## config.mk

```make
export PLATFORM = sky130hd
export DESIGN_NAME = scorehand_acc
export DESIGN_NICKNAME = d
export VERILOG_FILES = /design/src/rtl/scorehand_pkg.sv /design/src/rtl/card_value_map.sv /design/src/rtl/scorehand_acc.sv
export SDC_FILE = /design/constraint.sdc
export NUM_CORES = 1
export LEC_CHECK = 0
export ABC_AREA = 1
export ABC_CLOCK_PERIOD_IN_PS = 3100
export CAP_MARGIN = 15
export CORE_MARGIN = 2
export CORE_UTILIZATION = 46
export CTS_CLUSTER_SIZE = 14
export DETAILED_ROUTE_END_ITERATION = 7
export PLACE_DENSITY = 0.69
export SETUP_SLACK_MARGIN = 0.15
export SYNTH_ARGS = -nofsm -noshare
export SYNTH_HDL_FRONTEND = slang
export SYNTH_HIERARCHICAL = 1
export SYNTH_SLANG_ARGS = --single-unit
```

## constraint.sdc

```tcl
create_clock -name slow_clock -period 3.1 [get_ports slow_clock]
set_input_delay 0.62 -clock slow_clock [delete_from_list [all_inputs] [get_ports slow_clock]]
set_output_delay 0.62 -clock slow_clock [all_outputs]
set_load 0.02 [all_outputs]
```

## src/rtl/scorehand_pkg.sv

```systemverilog
// Shared card encoding and value helper for the baccarat hand scorer.
package scorehand_pkg;

  typedef logic [3:0] card_t;

  localparam card_t CARD_NONE = 4'd0;
  localparam card_t CARD_A    = 4'd1;
  localparam card_t CARD_K    = 4'd13;

  // Pip cards count at face value; tens and court cards count zero.
  function automatic logic [3:0] card_value(input card_t code);
    logic [3:0] v;
    if ((code >= CARD_A) && (code <= 4'd9)) begin
      v = code;
    end else begin
      v = 4'd0;
    end
    return v;
  endfunction

endpackage

```

## src/rtl/card_value_map.sv

```systemverilog
// Combinational card code to baccarat value, with a legality flag.
module card_value_map
  import scorehand_pkg::*;
(
  input  card_t      card,
  output logic [3:0] value,
  output logic       valid
);

  assign value = card_value(card);
  assign valid = (card >= CARD_A) && (card <= CARD_K);

endmodule

```

## src/rtl/scorehand_acc.sv

```systemverilog
// Multi-hand baccarat accumulator: stores dealt cards per hand and keeps a
// running mod-10 score, card count and natural/full flags.
module scorehand_acc
  import scorehand_pkg::*;
#(
  parameter  int NUM_HANDS = 2,
  parameter  int MAX_CARDS = 3,
  localparam int HW        = (NUM_HANDS > 1) ? $clog2(NUM_HANDS) : 1,
  localparam int CW        = $clog2(MAX_CARDS + 1)
) (
  input  logic                    slow_clock,
  input  logic                    reset,
  input  logic                    clear,
  input  logic                    load_valid,
  input  logic [HW-1:0]           load_hand,
  input  logic [3:0]              load_card,
  output logic                    load_ready,
  output logic                    load_err,
  input  logic [HW-1:0]           rd_hand,
  input  logic [CW-1:0]           rd_slot,
  output logic [3:0]              rd_card,
  output logic [NUM_HANDS*4-1:0]  score,
  output logic [NUM_HANDS*CW-1:0] count,
  output logic [NUM_HANDS-1:0]    natural,
  output logic [NUM_HANDS-1:0]    full
);

  localparam logic [HW:0] NH = (HW+1)'(NUM_HANDS);

  logic [3:0]             value_s;
  logic                   valid_s;
  logic                   hand_ok_s;
  logic                   sel_full_s;
  logic                   accept_s;
  logic                   reject_s;
  logic                   err_r;
  logic [NUM_HANDS*4-1:0] rd_vec_s;

  card_value_map u_map (
    .card  (load_card),
    .value (value_s),
    .valid (valid_s)
  );

  // Full flag of the addressed hand; out-of-range hands are gated by hand_ok_s.
  always_comb begin
    sel_full_s = 1'b0;
    for (int h = 0; h < NUM_HANDS; h++) begin
      if (load_hand == HW'(h)) begin
        sel_full_s = full[h];
      end else begin
        sel_full_s = sel_full_s;
      end
    end
  end

  assign hand_ok_s  = ({1'b0, load_hand} < NH);
  assign load_ready = !clear && hand_ok_s && !sel_full_s;
  assign accept_s   = load_valid && load_ready && valid_s;
  assign reject_s   = load_valid && load_ready && !valid_s;
  assign load_err   = err_r;

  // One-cycle error pulse for an illegal code offered while ready.
  always_ff @(posedge slow_clock) begin
    if (reset || clear) begin
      err_r <= 1'b0;
    end else begin
      err_r <= reject_s;
    end
  end

  for (genvar h = 0; h < NUM_HANDS; h++) begin : g_hand
    logic [3:0]    slot_r [MAX_CARDS];
    logic [3:0]    score_r;
    logic [CW-1:0] count_r;
    logic          natural_r;
    logic          full_r;
    logic          hit_s;
    logic [4:0]    sum_s;
    logic [3:0]    score_nxt_s;
    logic [CW-1:0] count_nxt_s;
    logic [3:0]    rd_s;

    assign hit_s       = accept_s && (load_hand == HW'(h));
    assign sum_s       = {1'b0, score_r} + {1'b0, value_s};
    assign score_nxt_s = (sum_s >= 5'd10) ? 4'(sum_s - 5'd10) : sum_s[3:0];
    assign count_nxt_s = count_r + CW'(1);

    // Append the accepted card at the next free slot; flags track the new state.
    always_ff @(posedge slow_clock) begin
      if (reset || clear) begin
        for (int s = 0; s < MAX_CARDS; s++) begin
          slot_r[s] <= 4'd0;
        end
        score_r   <= 4'd0;
        count_r   <= '0;
        natural_r <= 1'b0;
        full_r    <= 1'b0;
      end else if (hit_s) begin
        for (int s = 0; s < MAX_CARDS; s++) begin
          if (count_r == CW'(s)) begin
            slot_r[s] <= load_card;
          end
        end
        score_r   <= score_nxt_s;
        count_r   <= count_nxt_s;
        natural_r <= (count_nxt_s == CW'(2)) && (score_nxt_s >= 4'd8);
        full_r    <= (count_nxt_s == CW'(MAX_CARDS));
      end
    end

    // Slot read; unused slots hold zero, indices past MAX_CARDS return zero.
    always_comb begin
      rd_s = 4'd0;
      for (int s = 0; s < MAX_CARDS; s++) begin
        if (rd_slot == CW'(s)) begin
          rd_s = slot_r[s];
        end else begin
          rd_s = rd_s;
        end
      end
    end

    assign score[4*h +: 4]    = score_r;
    assign count[CW*h +: CW]  = count_r;
    assign natural[h]         = natural_r;
    assign full[h]            = full_r;
    assign rd_vec_s[4*h +: 4] = rd_s;
  end

  // Hand select for the read port.
  always_comb begin
    rd_card = 4'd0;
    for (int h = 0; h < NUM_HANDS; h++) begin
      if (rd_hand == HW'(h)) begin
        rd_card = rd_vec_s[4*h +: 4];
      end else begin
        rd_card = rd_card;
      end
    end
  end

endmodule

```

==> flow_summary.toml, run 1 <==
[layout]
layout.cells.most_common = "nand2_1"
n_fill_cell = 466
final_nets = 344
final-seq-area_sq_um = 1060
layout_common_cells = "nand2_1 (57), inv_1 (40), clkdlybuf4s50_1 (33)"
syn_to_final_growth_pct = 22.5
antennaDiodeCount = 0
multi_input_area_sq_um = 1110
utilization = 0.580
design_area_sq_um = 2920
drive_above_1_share = 0.140
fin_cells = 385

[pwr]
intPower_mw = 0.903
leakagePower_nw = 1.24
p_switching_mw = 0.277
vdd_ir_drop_max_v = 0.000208
fin_total_pwr_mw = 1.18
powerDensity_nw_per_um2 = 403
power.share.switching = 0.235
p_comb_frac = 0.145
seq_power_share = 0.510
p_clk_frac = 0.345

[status]
status = "finished, final reports clean"

[cts]
clkLatencyLatePin_ps = 280
clkSinkCount = 41
cts_tree = "yes"
cts_setup_buffers = 0
clk_path_buf_depth = 2
clkSlewWorstSetupHoldPaths_ps = 80
htree_levels = 2
holdBufCountCts = 0
root_buffer = "clkbuf_8"
cts_made_buffers = 5

[timing]
skew_ps = 6.64
drv_slew = 0
hold_viol = 0
finalCritPeriodShare = 0.959
min_period_ps = 2970
setup_viol = 0
fin_ws_ps = 126
rsz0062_at_grt = "true"
fmax_ghz = 0.336
tightest_slew_ps = 442
slew_headroom = 0.704

[floorplan]
rows = 26
coreArea_sq_um = 5040
ios = 34
die_h_um = 76.0
fp.dieW_um = 76.0
design.die.area_sq_um = 5780
start_util = 0.473

[route]
initialDrtViolationCount = 61
drc = 0
drtAntennaViolNets = 0
dr.pass1.iters = 4
wl_per_cell_um = 11.9
totalWireLength_um = 4570
vias = 1856
vias_per_cell = 4.82

[setup_path]
slowest_stage = "clkdlybuf4s50_1"
crit_path_cell_trace = "clkdlybuf4s50_1, nor2_2, a22o_1, a21oi_1, a21oi_1, clkdlybuf4s50_1"
critPathLaunchType = "input port"
crit_path_max_fanout = 8
cp.arrival_ps = 2350
endpoint_kind = "primary output"
cpPeakStageDelay_ps = 610
criticalPathCategory = "input port to primary output"
required_ps = 2480
worst-path-buf-inv = 2
path_delay_family = "buffers and inverters"

[grt]
grt_max_degree = 20
grt_pass1_wl_um = 8020
grt_antenna_before_repair = 0
grt_overflow = 0
groute.usage.overall = 0.171
grt_pass1_vias = 1814

[yosys]
ys_warn_count = 6
synth_fp_nets = 303
synth_seq_area_share = 0.445
netlist_area_sq_um = 2390
ys_ff_latch = 41
synthDistinctLibCells = 29
synth.avg_cell_area_sq_um = 8.74
synthCells = 273

[place]
placed_area_sq_um = 2810
preCtsSetupSlack_ps = -10.9
dp_cells = 377
gp_congestion = 0.832
hpwl_um = 3630
port_buffers = 33

[run]
drv_cap = 0

[worst_hold_path]
hold_path.class = "flop to flop"
## power groups by stage
stage	clock (mW)	combinational, mW	sequential, mW
floorplan	0	0.104	0.615
global placement	0	0.167	0.615
detailed placement	0	0.170	0.615
CTS	0.422	0.171	0.602
global route	0.446	0.192	0.604
finish	0.407	0.171	0.602
## worst paths after layout
check	end	from	slack [ps]	depth (start not counted)
setup / recovery	rd_card[2]	rd_slot[1]	130	6
hold / removal	g_hand[1].full_r	g_hand[1].full_r	500	2
setup reg to reg	g_hand[0].score_r[2]	g_hand[0].score_r[0]	1110	13
hold reg to reg	g_hand[1].full_r	g_hand[1].full_r	500	2
## synth_stat cells
library cell / count / share of area
nand2_1: 57 / 0.090
inv_1: 40 / 0.063
edfxtp_1: 24 / 0.30
nand3_1: 22 / 0.046
a21oi_1: 20 / 0.042
nor2_1: 20 / 0.031
dfxtp_1: 17 / 0.14
ha_1: 16 / 0.084
nor2_2: 8 / 0.021
o21ai_0: 6 / 0.013
a221oi_1: 4 / 0.015
a22o_1: 4 / 0.015
buf_4: 4 / 0.013
nand2_2: 4 / 0.010
inv_2: 3 / 0.0047
o21a_1: 3 / 0.0094
or2_2: 3 / 0.0079
buf_6: 2 / 0.0094
fa_1: 2 / 0.017
nand3b_1: 2 / 0.0063
nor3_1: 2 / 0.0042
nor3_2: 2 / 0.0084
o311ai_4: 2 / 0.022
a21oi_2: 1 / 0.0037
and2_2: 1 / 0.0031
buf_2: 1 / 0.0021
nand2_4: 1 / 0.0047
nand3_4: 1 / 0.0073
o21bai_1: 1 / 0.0031
## sequential cells by signal (all words and copies together) (netlist names)
signal and count:
g_hand.slot_r 24, g_hand.score_r 8, g_hand.natural_r 2, g_hand.count_r 4, g_hand.full_r 2, load_err 1
## metal layers
layer  wire [um]  track usage  part of all wire  vias up
li1            -            -                 -      977
met1        2040        0.206              0.45      843
met2        2340        0.308              0.51       34
met3         167       0.0415             0.037        2
met4          17       0.0382            0.0037        0
met5           0            0                 0        -
## layout make-up
| cell class | count | area share |
|---|---|---|
| clock inverters | 3 | 0.0141 |
| inverters | 43 | 0.0552 |
| multi-input cells | 182 | 0.381 |
| repair buffers | 41 | 0.134 |
| flip-flops and latches | 41 | 0.363 |
| well taps | 70 | 0.0300 |
| clock buffers | 5 | 0.0235 |
## kinds of logic after synthesis
group / count (synthesis) / share of synthesized area
AOI/OAI and AO/OA: 41 / 0.122
adders and majority gates: 18 / 0.101
buffers and inverters: 50 / 0.0918
DFF: 41 / 0.445
and+or+nand+nor: 123 / 0.241
## worst min-delay path: stages, from the launching register on
cell and delay [ps]:
dfxtp_1 340, inv_1 60, a21oi_1 50
## stage by stage
stage / setup TNS, ps / hold slack (ps)
after floorplan: 0 / 456
after global placement: 0 / 482
after detailed placement: -10.9 / 490
after CTS: 0 / 502
after global routing: -34.5 / 516
final: 0 / 498
## what timing repair did
item                       4_1_cts  5_1_grt
setup endpoints to repair        4        8
resized for setup                1        2
hold endpoints to repair         0        0
Power figures use the tool's default switching activity.
==> run 2, diff against run 1 <==
--- a/config.mk
+++ b/config.mk
@@ -6,7 +6,7 @@
 export NUM_CORES = 1
 export LEC_CHECK = 0
 export ABC_AREA = 1
-export ABC_CLOCK_PERIOD_IN_PS = 3100
+export ABC_CLOCK_PERIOD_IN_PS = 2900
 export CAP_MARGIN = 15
 export CORE_MARGIN = 2
 export CORE_UTILIZATION = 46
==> constraint.sdc (replaced) <==
create_clock -name slow_clock -period 2.9 [get_ports slow_clock]
set_input_delay 0.58 -clock slow_clock [delete_from_list [all_inputs] [get_ports slow_clock]]
set_output_delay 0.58 -clock slow_clock [all_outputs]
set_load 0.02 [all_outputs]
==> flow_summary.toml, run 2 (synthesized netlist as in run 1, its figures left out) <==
[place]
placed_area_sq_um = 2840
hpwl_um = 3610
gp_congestion = 0.838
port_buffers = 33

[floorplan]
die_h_um = 76.0
coreArea_sq_um = 5040
design.die.area_sq_um = 5780
ios = 34
rows = 26
start_util = 0.473
fp.dieW_um = 76.0

[grt]
grt_pass1_vias = 1811
grt_overflow = 0
grt_antenna_before_repair = 0
grt_max_degree = 20
groute.usage.overall = 0.172
grt_pass1_wl_um = 8000

[timing]
tightest_slew_ps = 474
drv_slew = 0
skew_ps = 10.5
rsz0062_at_grt = "true"
timing.setup.tns_ps = 0
slew_headroom = 0.682
finalCritPeriodShare = 0.927
setup_viol = 0
min_period_ps = 2690
fmax_ghz = 0.372
fin_hold_ws_ps = 492
hold_viol = 0

[layout]
design_area_sq_um = 2990
antennaDiodeCount = 0
syn_to_final_growth_pct = 25.5
largest_register_ffs = 24
final_nets = 349
n_fill_cell = 463
layout_common_cells = "nand2_1 (55), inv_1 (39), clkdlybuf4s50_1 (29)"
reg_top3 = "g_hand.slot_r: 24 flops, g_hand.score_r: 8 flops, g_hand.count_r: 4 flops"
layout.cells.most_common = "nand2_1"
top_register = "g_hand.slot_r"
drive_above_1_share = 0.194

[route]
initialDrtViolationCount = 101
dr.pass1.iters = 4
totalWireLength_um = 4670
wl_per_cell_um = 12.0
drc = 0
vias_per_cell = 4.85
drtAntennaViolNets = 0
vias = 1893

[setup_path]
criticalPathCategory = "input port to primary output"
crit_path_cell_trace = "clkdlybuf4s50_1, nor2_2, a22o_1, a21oi_1, a21oi_1, dlygate4sd2_1"
slowest_stage = "clkdlybuf4s50_1"
critPathLaunch = "rd_slot[1]"
crit-reg2reg-launch = "g_hand[0].score_r[0]"
endpoint_kind = "primary output"
worst-r2r-setup-slack_ps = 1000
reg2reg_to = "g_hand[0].score_r[2]"
path_common_cell = "a21oi_1"
cp.arrival_ps = 2110
required_ps = 2320
critPathLaunchType = "input port"
r2r_cells = 13
crit_path_max_fanout = 8
crit_path_end = "rd_card[3]"
cpPeakStageDelay_ps = 440

[cts]
clk_path_buf_depth = 2
cts_setup_buffers = 0
clkLatencyLatePin_ps = 290
cts_tree = "yes"
cts_made_buffers = 5
clkSinkCount = 41
htree_levels = 2
root_buffer = "clkbuf_8"
clkSlewWorstSetupHoldPaths_ps = 80

[worst_hold_path]
hold_depth = 2
timing.hold.worst.start = "g_hand[1].full_r"
hold_path.class = "flop to flop"

[pwr]
leakagePower_nw = 1.28
vdd_ir_drop_max_v = 0.000202
fin_total_pwr_mw = 1.28
powerDensity_nw_per_um2 = 427

[status]
status = "finished, final reports clean"

[run]
drv_cap = 0
==> run 2: cell count changes in the layout (fill, tap and decap cells not counted), sizes merged <==
| cell | delta |
|---|---|
| clkdlybuf4s50 | -4 |
| buf | +5 |
| dlygate4sd2 | +3 |
| clkbuf | +1 |
==> run 2: metal layers <==
metal / GRT usage / wire length, um / up-vias
met4: 0.0491 / 60 / 0
met1: 0.207 / 2040 / 856
li1: - / - / 991
met2: 0.302 / 2330 / 41
met3: 0.0474 / 244 / 5
met5: 0 / 0 / -
==> run 2: final cells by class <==
cell class              instances  area (sq um)  area share
well taps                      70          87.6      0.0293
clock inverters                 3          41.3      0.0138
repair buffers                 46           419       0.140
flip-flops and latches         41          1060       0.354
multi-input cells             182          1150       0.386
clock buffers                   5          68.8      0.0230
inverters                      43           161      0.0539
==> run 2: where the power goes <==
group	switching, mW	total [mW]	internal (mW)
combinational	0.110	0.191	0.0813
sequential	0.00919	0.644	0.635
clock	0.191	0.444	0.253
total	0.309	1.28	0.969
==> run 2: worst min path at each step <==
stage,end,slack (ps)
after floorplan,g_hand[1].full_r,460
after detailed placement,g_hand[1].full_r,480
after global routing,g_hand[1].full_r,520
after global placement,g_hand[1].full_r,480
final,g_hand[1].full_r,490
after CTS,g_hand[1].full_r,490
==> run 2: stage by stage <==
| step | instances | util | worst slack, ps |
|---|---|---|---|
| after floorplan | 273 | - | 557 |
| after global placement | 382 | 0.564 | -92.9 |
| after detailed placement | 382 | 0.564 | -116 |
| after CTS | 390 | 0.585 | 183 |
| after global routing | 390 | 0.594 | 111 |
| final | 390 | 0.594 | 213 |
==> run 2: worst max-delay path, delay by kind of cell <==
| family | cells | cell delay, ps |
|---|---|---|
| buffers and inverters | 2 | 780 |
| and+or+nand+nor | 1 | 360 |
| AOI/OAI and AO/OA | 3 | 380 |
==> run 2: repair_timing <==
item | CTS | global route
pin swaps | 0 | 2
gates cloned | 0 | 0
endpoints found under the setup margin | 4 | 13
gates resized for setup | 5 | 16
hold buffers | 0 | 0
